[config.mk]
export PLATFORM = sky130hd
export DESIGN_NAME = ifu_prefetch_queue
export DESIGN_NICKNAME = d
export VERILOG_FILES = /design/src/rtl/ifu_prefetch_queue.sv
export SDC_FILE = /design/constraint.sdc
export NUM_CORES = 1
export LEC_CHECK = 0
export CAP_MARGIN = 20
export CORE_ASPECT_RATIO = 0.9
export CORE_MARGIN = 2
export CORE_UTILIZATION = 50
export DETAILED_ROUTE_END_ITERATION = 6
export GPL_TIMING_DRIVEN = 0
export PLACE_DENSITY = 0.72
export SYNTH_ARGS = -nofsm -noshare
export SYNTH_HDL_FRONTEND = slang
export SYNTH_SLANG_ARGS = --single-unit
export TNS_END_PERCENT = 1
[constraint.sdc]
create_clock -name clock_in -period 8.95 [get_ports clock_in]
set_input_delay 1.79 -clock clock_in [delete_from_list [all_inputs] [get_ports clock_in]]
set_output_delay 1.79 -clock clock_in [all_outputs]
set_load 0.01 [all_outputs]
[src/rtl/ifu_prefetch_queue.sv]
// ifu_prefetch_queue: instruction fetch unit with a small prefetch queue.
// Generates sequential fetch addresses, runs a request/valid handshake with
// instruction memory and buffers up to DEPTH {instruction, pc} entries for
// the decode stage. Supports halt (no new requests) and redirect (flush and
// restart fetch at a new pc).
//
// Ports
//   clock_in, reset_in         clock, synchronous active-high reset
//   halt_in                    suppress launch of new fetch requests
//   redirect_in/_addr_in       flush queue and restart fetch at new pc
//   mem_addr_out/mem_read_out  fetch request to instruction memory
//   mem_valid_in/mem_data_in   memory response for the current request
//   ins_valid_out/ins_ready_in valid/ready stream to decode
//   ins_data_out/ins_pc_out    head instruction and its pc
//   queue_count_out            occupied queue entries
module ifu_prefetch_queue #(
   parameter int unsigned          XLEN       = 32,
   parameter int unsigned          DEPTH      = 4,
   parameter logic [XLEN-1:0]      RESET_ADDR = '0,
   parameter int unsigned          PC_STEP    = 4
) (
   input  logic                         clock_in,
   input  logic                         reset_in,
   input  logic                         halt_in,
   input  logic                         redirect_in,
   input  logic [XLEN-1:0]              redirect_addr_in,
   output logic [XLEN-1:0]              mem_addr_out,
   output logic                         mem_read_out,
   input  logic                         mem_valid_in,
   input  logic [31:0]                  mem_data_in,
   output logic                         ins_valid_out,
   input  logic                         ins_ready_in,
   output logic [31:0]                  ins_data_out,
   output logic [XLEN-1:0]              ins_pc_out,
   output logic [$clog2(DEPTH+1)-1:0]   queue_count_out
);

   localparam int unsigned CW  = $clog2(DEPTH + 1);
   localparam int unsigned PW  = $clog2(DEPTH);
   localparam logic [31:0] NOP = 32'h0000_0013;

   typedef enum logic [1:0] {
      ST_IDLE = 2'd0,
      ST_REQ  = 2'd1,
      ST_DROP = 2'd2
   } state_e;

   state_e            state_q, state_d;
   logic [XLEN-1:0]   fetch_pc_q, fetch_pc_d;
   logic [XLEN-1:0]   mem_addr_q, mem_addr_d;
   logic              mem_read_q, mem_read_d;
   logic [PW-1:0]     rd_ptr_q, rd_ptr_d;
   logic [PW-1:0]     wr_ptr_q, wr_ptr_d;
   logic [CW-1:0]     count_q, count_d;
   logic              ins_valid_q, ins_valid_d;
   logic [31:0]       ins_data_q, ins_data_d;
   logic [XLEN-1:0]   ins_pc_q, ins_pc_d;

   logic [31:0]       q_data_q [DEPTH];
   logic [XLEN-1:0]   q_pc_q   [DEPTH];

   logic              busy;
   logic              hold;
   logic              push;
   logic              pop;
   logic [CW-1:0]     occ_n;
   logic              launch_ok;

   // Next-state, queue bookkeeping and registered head computation
   always_comb begin
      state_d     = state_q;
      fetch_pc_d  = fetch_pc_q;
      mem_addr_d  = mem_addr_q;
      mem_read_d  = mem_read_q;
      rd_ptr_d    = rd_ptr_q;
      wr_ptr_d    = wr_ptr_q;
      count_d     = count_q;
      ins_valid_d = 1'b0;
      ins_data_d  = NOP;
      ins_pc_d    = '0;

      busy      = (state_q != ST_IDLE);
      hold      = busy & ~mem_valid_in;
      push      = (state_q == ST_REQ) & mem_valid_in & ~redirect_in;
      pop       = ins_valid_q & ins_ready_in & ~redirect_in;
      occ_n     = count_q + CW'(push) - CW'(pop);
      launch_ok = ~halt_in & (occ_n < CW'(DEPTH));

      if (redirect_in) begin
         rd_ptr_d   = '0;
         wr_ptr_d   = '0;
         count_d    = '0;
         fetch_pc_d = redirect_addr_in;
         // An unfinished request must still be retired; its data is dropped
         if (hold) state_d = ST_DROP;
         else      state_d = halt_in ? ST_IDLE : ST_REQ;
      end else begin
         if (push) begin
            wr_ptr_d   = wr_ptr_q + PW'(1);
            fetch_pc_d = fetch_pc_q + XLEN'(PC_STEP);
         end
         if (pop) rd_ptr_d = rd_ptr_q + PW'(1);
         count_d = occ_n;

         if (hold)                       state_d = state_q;
         else if (state_q == ST_DROP)    state_d = halt_in ? ST_IDLE : ST_REQ;
         else                            state_d = launch_ok ? ST_REQ : ST_IDLE;
      end

      // Address stays put while a request is outstanding, else tracks fetch pc
      mem_addr_d = hold ? mem_addr_q : fetch_pc_d;
      mem_read_d = (state_d != ST_IDLE);

      // Head after this edge; a word pushed into an empty slot bypasses storage
      if (count_d != '0) begin
         ins_valid_d = 1'b1;
         if (push && (rd_ptr_d == wr_ptr_q)) begin
            ins_data_d = mem_data_in;
            ins_pc_d   = mem_addr_q;
         end else begin
            ins_data_d = q_data_q[rd_ptr_d];
            ins_pc_d   = q_pc_q[rd_ptr_d];
         end
      end
   end

   // Control and output registers
   always_ff @(posedge clock_in) begin
      if (reset_in) begin
         state_q     <= ST_IDLE;
         fetch_pc_q  <= RESET_ADDR;
         mem_addr_q  <= RESET_ADDR;
         mem_read_q  <= 1'b0;
         rd_ptr_q    <= '0;
         wr_ptr_q    <= '0;
         count_q     <= '0;
         ins_valid_q <= 1'b0;
         ins_data_q  <= NOP;
         ins_pc_q    <= '0;
      end else begin
         state_q     <= state_d;
         fetch_pc_q  <= fetch_pc_d;
         mem_addr_q  <= mem_addr_d;
         mem_read_q  <= mem_read_d;
         rd_ptr_q    <= rd_ptr_d;
         wr_ptr_q    <= wr_ptr_d;
         count_q     <= count_d;
         ins_valid_q <= ins_valid_d;
         ins_data_q  <= ins_data_d;
         ins_pc_q    <= ins_pc_d;
      end
   end

   // Queue storage; contents are qualified by count, so no reset needed
   always_ff @(posedge clock_in) begin
      if (!reset_in && push) begin
         q_data_q[wr_ptr_q] <= mem_data_in;
         q_pc_q[wr_ptr_q]   <= mem_addr_q;
      end
   end

   assign mem_addr_out    = mem_addr_q;
   assign mem_read_out    = mem_read_q;
   assign ins_valid_out   = ins_valid_q;
   assign ins_data_out    = ins_data_q;
   assign ins_pc_out      = ins_pc_q;
   assign queue_count_out = count_q;

endmodule

# After elaboration in Yosys (flattened, before gate mapping)
# Memory sizes are Yosys's and may differ from the RTL's. A register that Yosys moved wholly into a read port is not among the register bits.
# Index checks and enable logic that the tools add are counted.
# classes
n_addsub	5
order_cmp	1
n_eq_ne	2
muxes	14
bitwise_logic	10
n_reduce_logical	7
# op_table
op	n
two-way mux 32 bit	2
adder 32 x 3 -> 32 bit, second input constant	1
two-way mux 2 bit	5
bitwise AND 1 bit	6
two-way mux 1 bit	6
adder 2 x 1 -> 2 bit, second input constant	2
inverter 1 bit	4
nonzero test 2 bit	2
OR reduction 2 bit	2
adder 3 x 1 -> 3 bit	1
less-than comparator 3 bit, second input constant	1
two-way mux 3 bit	1
nonzero test 3 bit	1
subtractor 3 x 1 -> 3 bit	1
equality test 2 x 1 -> 1 bit, second input constant	1
equality test 2 bit, second input constant	1
logical AND 1 bit	1
zero test 1 bit	1
# word_totals
reg_bits	75
ramBits	256
input_bits	70
mem_count	2
# mem_list
name	depth	word_bits	rd	rd_clocked_by_memory_dff	write_ports	line_no	text
q_data_q	4	32	1	1	1	59	logic [31:0] q_data_q [DEPTH];
q_pc_q	4	32	1	1	1	60	logic [XLEN-1:0] q_pc_q [DEPTH];

# Longest topological paths before layout
# Gate-level depths: netlist of run 1.
# logic_depth
word_depth	12
mapped_depth	14

# Worst setup path before layout of run 1
# OpenSTA, ideal clock, no wires.
# synth_timing
path_type	input to register
startpoint	input redirect_in
endpoint	register ins_data_q[10], in the netlist ins_data_out[10], read port of q_data_q
setup_ns	0.132
t_arrival_ns	4.471
slack_ns	4.347
cell_stages	14
path_cell_list	buf_2 -> clkbuf_1 -> clkbuf_1 -> nor2b_1 -> ha_1 -> inv_1 -> ha_1 -> fa_1 -> xnor2_1 -> nor2_1 -> nor3_1 -> clkbuf_1 -> clkbuf_1 -> a21oi_1
# synth_between
elab_chain_len	8
# synth_lines
item	line_no	text
start: declaration	25	input logic redirect_in,
inverter 1 bit	84, 85	
bitwise AND 1 bit	84	push = (state_q == ST_REQ) & mem_valid_in & ~redirect_in;
adder 3 x 1 -> 3 bit	86	occ_n = count_q + CW'(push) - CW'(pop);
subtractor 3 x 1 -> 3 bit	86	
two-way mux 3 bit	89	if (redirect_in) begin
nonzero test 3 bit	115	if (count_d != '0) begin
inverter 1 bit (no line)	--	
OR reduction 2 bit (no line)	--	
end: declaration	56	logic [31:0] ins_data_q, ins_data_d;
# Parallel ways exist; a longest one is shown, timed or not.
# A chain may end at the register's enable or synchronous reset.

# Final worst setup path of run 1
# layout_timing
startpoint	input redirect_in
endpoint	register ins_pc_q[16], in the netlist ins_pc_out[16], read port of q_pc_q
# layout_between
elab_chain_len	8
# layout_lines
item	line_no	text
inverter 1 bit	84, 85	
bitwise AND 1 bit	84	
adder 3 x 1 -> 3 bit	86	
subtractor 3 x 1 -> 3 bit	86	
two-way mux 3 bit	89	
nonzero test 3 bit	115	
inverter 1 bit (no line)	--	
OR reduction 2 bit (no line)	--	
end: declaration	57	logic [XLEN-1:0] ins_pc_q, ins_pc_d;
# Parallel ways exist; a longest one is shown, timed or not.

==> results of run 1 <==
## Yosys cell counts, drive strengths merged, types with 4 or more instances
library cell,n
nand2,334
edfxtp,256
nand3,204
dfxtp,139
a21oi,75
nor2,54
clkbuf,52
buf,37
xnor2,24
nor3,22
nor2b,21
nand3b,18
nand4,15
o21ai,15
inv,13
and2,12
mux2i,12
o41ai,9
nor3b,8
ha,7
xor2,6
o21a,5
a21o,4
and3,4
nand2b,4
## report_power, final
group          internal [mW]  switching, mW
logic                 0.0914         0.0947
clock network          0.948          0.675
registers               1.97         0.0414
## layout make-up
class / instances / area (µm²) / share of cell area (%)
Inverter: 13 / 48.80 / 0.2564
Clock inverter: 11 / 111.4 / 0.5851
Timing Repair Buffer: 173 / 1779 / 9.349
Clock buffer: 62 / 1155 / 6.068
Buffer: 89 / 404.1 / 2.124
Multi-Input combinational cell: 878 / 4551 / 23.91
Tap cell: 409 / 511.7 / 2.689
Sequential cell: 395 / 10470 / 55.02
## kinds of logic (layout without fill, tap and decap cells)
logic type / count (synthesis) / count (layout) / synth area share, %
AOI/OAI and AO/OA: 118 / 118 / 4.628
and+or+nand+nor: 708 / 708 / 21.32
adders and majority gates: 8 / 8 / 0.6958
buffers and inverters: 102 / 348 / 2.929
DFF: 395 / 395 / 67.71
xor gates and xnor gates: 30 / 30 / 1.796
muxes: 14 / 14 / 0.9224
## sequential cells by signal, summed over array words and instances (netlist names)
name / cells
fetch_pc_q: 32
queue_count_out: 3
q_pc_q: 128
q_data_q: 128
state_q: 2
ins_pc_out: 32
wr_ptr_q: 2
ins_valid_out: 1
ins_data_out: 32
rd_ptr_q: 2
mem_read_out: 1
mem_addr_out: 32
## path summary, 6_finish.rpt
check / start / end / cells past startpoint
worst max-delay path: redirect_in / ins_pc_out[16] / 15
worst min-delay path: fetch_pc_q[0] / fetch_pc_q[0] / 2
worst max register to register: state_q[1] / ins_pc_out[16] / 12
worst min register to register: fetch_pc_q[0] / fetch_pc_q[0] / 2
## through the flow
step	hold slack, ns	power (mW)	area [µm²]
finish	0.5282	3.825	19030
global route	0.5552	3.932	19030
CTS	0.5309	3.843	19030
detailed placement	0.5215	2.238	17760
global placement	0.5213	2.234	17670
floorplan	0.4766	2.121	15460
## per-layer routing
metal / share of wire (%) / up-vias / track usage [%]
li1: - / 5253 / -
met1: 42 / 5427 / 33.27
met2: 47 / 523 / 38.99
met3: 8.4 / 76 / 3.713
met4: 2.7 / 0 / 7.685
met5: 0 / - / 0
## worst min-delay path: stages, from the launching register on
cell and delay, ns:
dfxtp_1 0.29, mux2i_1 0.11, nor2_1 0.07
==> impl_metrics.tcl, run 1 <==
set metrics [dict create \
    cts_buffers 41 \
    viasPerCell 5.556 \
    cpPeakStageDelay_ns 0.71 \
    cp_common_cell "clkbuf_1" \
    clock_latency_ns 0.52 \
    crit_type "input port to flip-flop" \
    clockBufferDepth 3 \
    cts.clk_slew.worst_paths_ns 0.06 \
    root_buffer "clkbuf_16" \
    drtPass1Iterations 5 \
    ys.warnings.count 0 \
    grt_use_total_pct 23.95 \
    drv_slew 0 \
    routed_wl_um 39040 \
    grt_pass1_wl_um 59710 \
    drtIter0Drc 897 \
    async_reset_ff_share_pct 0 \
    hold_viol 0 \
    clock-sinks 395 \
    cts_setup_buffers 0 \
    initial_utilization_pct 50.40 \
    syn-instance-count 1375 \
    synth.area.top_cells "edfxtp_1 (50%), dfxtp_1 (18%), nand2_1 (8.1%), nand3_1 (6.6%), a21oi_1 (2.4%)" \
    drive_above_1_share_pct 7.526 \
    final_common_cell "nand2_1" \
    num_vias 11280 \
    area_growth_syn_to_layout_pct 23.07 \
    place_hpwl_um 25410 \
    cts_max_level 2 \
    status "complete, no violations" \
    path_max_fanout 10 \
    dpl_worst_slack_ns 2.072 \
    worst_pin_slew_ns 0.8623 \
    crit_slowest_cell "clkbuf_1" \
    post_drt_wl_per_cell_um 19.23 \
    slew-limit-headroom_pct 42.51 \
    cap_viol_max_count 0 \
    portBuffers 169 \
    io_pins 171 \
    mostFrequentLayoutCells "nand2_1 (334), edfxtp_1 (256), nand3_1 (203)" \
    critPathBufInv 7 \
    ys_seq_area_share_pct 67.71 \
    dp_cells 1957 \
    required_ns 9.31 \
    grt_max_degree 43 \
    peakVddDrop_mv 0.1210 \
    rsz0062_at_grt "no" \
    die_w_um 189.4 \
    p_leak_nw 6.905 \
    syn_nets 1453 \
    ys.flop_type "edfxtp_1" \
    finalClockSkew_ns 0.01312 \
    fin_setup_tns_ns 0 \
    synth_area_per_cell_um2 11.25 \
    setup_viol 0 \
    power.density_mw_per_mm2 201.0 \
    fmax_mhz 154.1 \
    grt_pass1_vias 10830 \
    drc_errors 0 \
    post-route-period-util_pct 72.50 \
    synth_top_cell_by_area "edfxtp_1" \
    core_mm2 0.03068 \
    synth_edf_count 256 \
    cpLargestDelayFamily "buffers and inverters" \
    yosys.cell_types.count 51 \
    setup_ws_ns 2.461 \
    start_kind "input port" \
    cts_tree "yes" \
    nets 1669 \
    die_area_mm2 0.03235 \
    instances_no_fill 2030 \
    final.min_clock_period_ns 6.489 \
    ant_nets 0 \
    fp.dieH_um 170.8 \
    arrival_ns 6.84 \
    hold_buffers 0 \
    num_rows 61 \
    end_kind "flip-flop" \
    utilization_pct 62.03 \
    nFillCells 2434 \
    synth_seq_cells 395 \
    synthesis.area_mm2 0.01546 \
    n_antenna_cell 0 \
    grt_overflow 0 \
    hp-class "flip-flop to flip-flop" \
    cts-resized-gates 0 \
    place.gp.congestion 0.8859 \
    antenna_found_initial 0 \
    yosys.area.top_type_share_pct 49.71 \
    r2r_setup_slack_ns 4.96 \
    path_cells "clkdlybuf4s50_1, buf_2, clkbuf_1, clkbuf_1, nor2b_1, ha_1, inv_1, ha_1, fa_1, xnor2_1, nor2_1, nor3_1, clkbuf_1, clkbuf_1, a21oi_1" \
]
No activity file was read; power rests on OpenSTA's default activity.
==> inputs of run 2 (changes only) <==
==> constraint.sdc (replaced) <==
create_clock -name clock_in -period 6.5 [get_ports clock_in]
set_input_delay 1.3 -clock clock_in [delete_from_list [all_inputs] [get_ports clock_in]]
set_output_delay 1.3 -clock clock_in [all_outputs]
set_load 0.01 [all_outputs]
==> results of run 2 <==
The final DEF is identical to that of run 1. Status: complete, no violations.
Main changes from that run: setup slack after placement 2.072 ns -> 0.1124 ns; setup slack after layout 2.461 ns -> 0.5010 ns; register-to-register setup slack 4.96 ns -> 2.51 ns; total power 3.825 mW -> 5.266 mW; worst IR drop on VDD 0.1210 mV -> 0.1666 mV
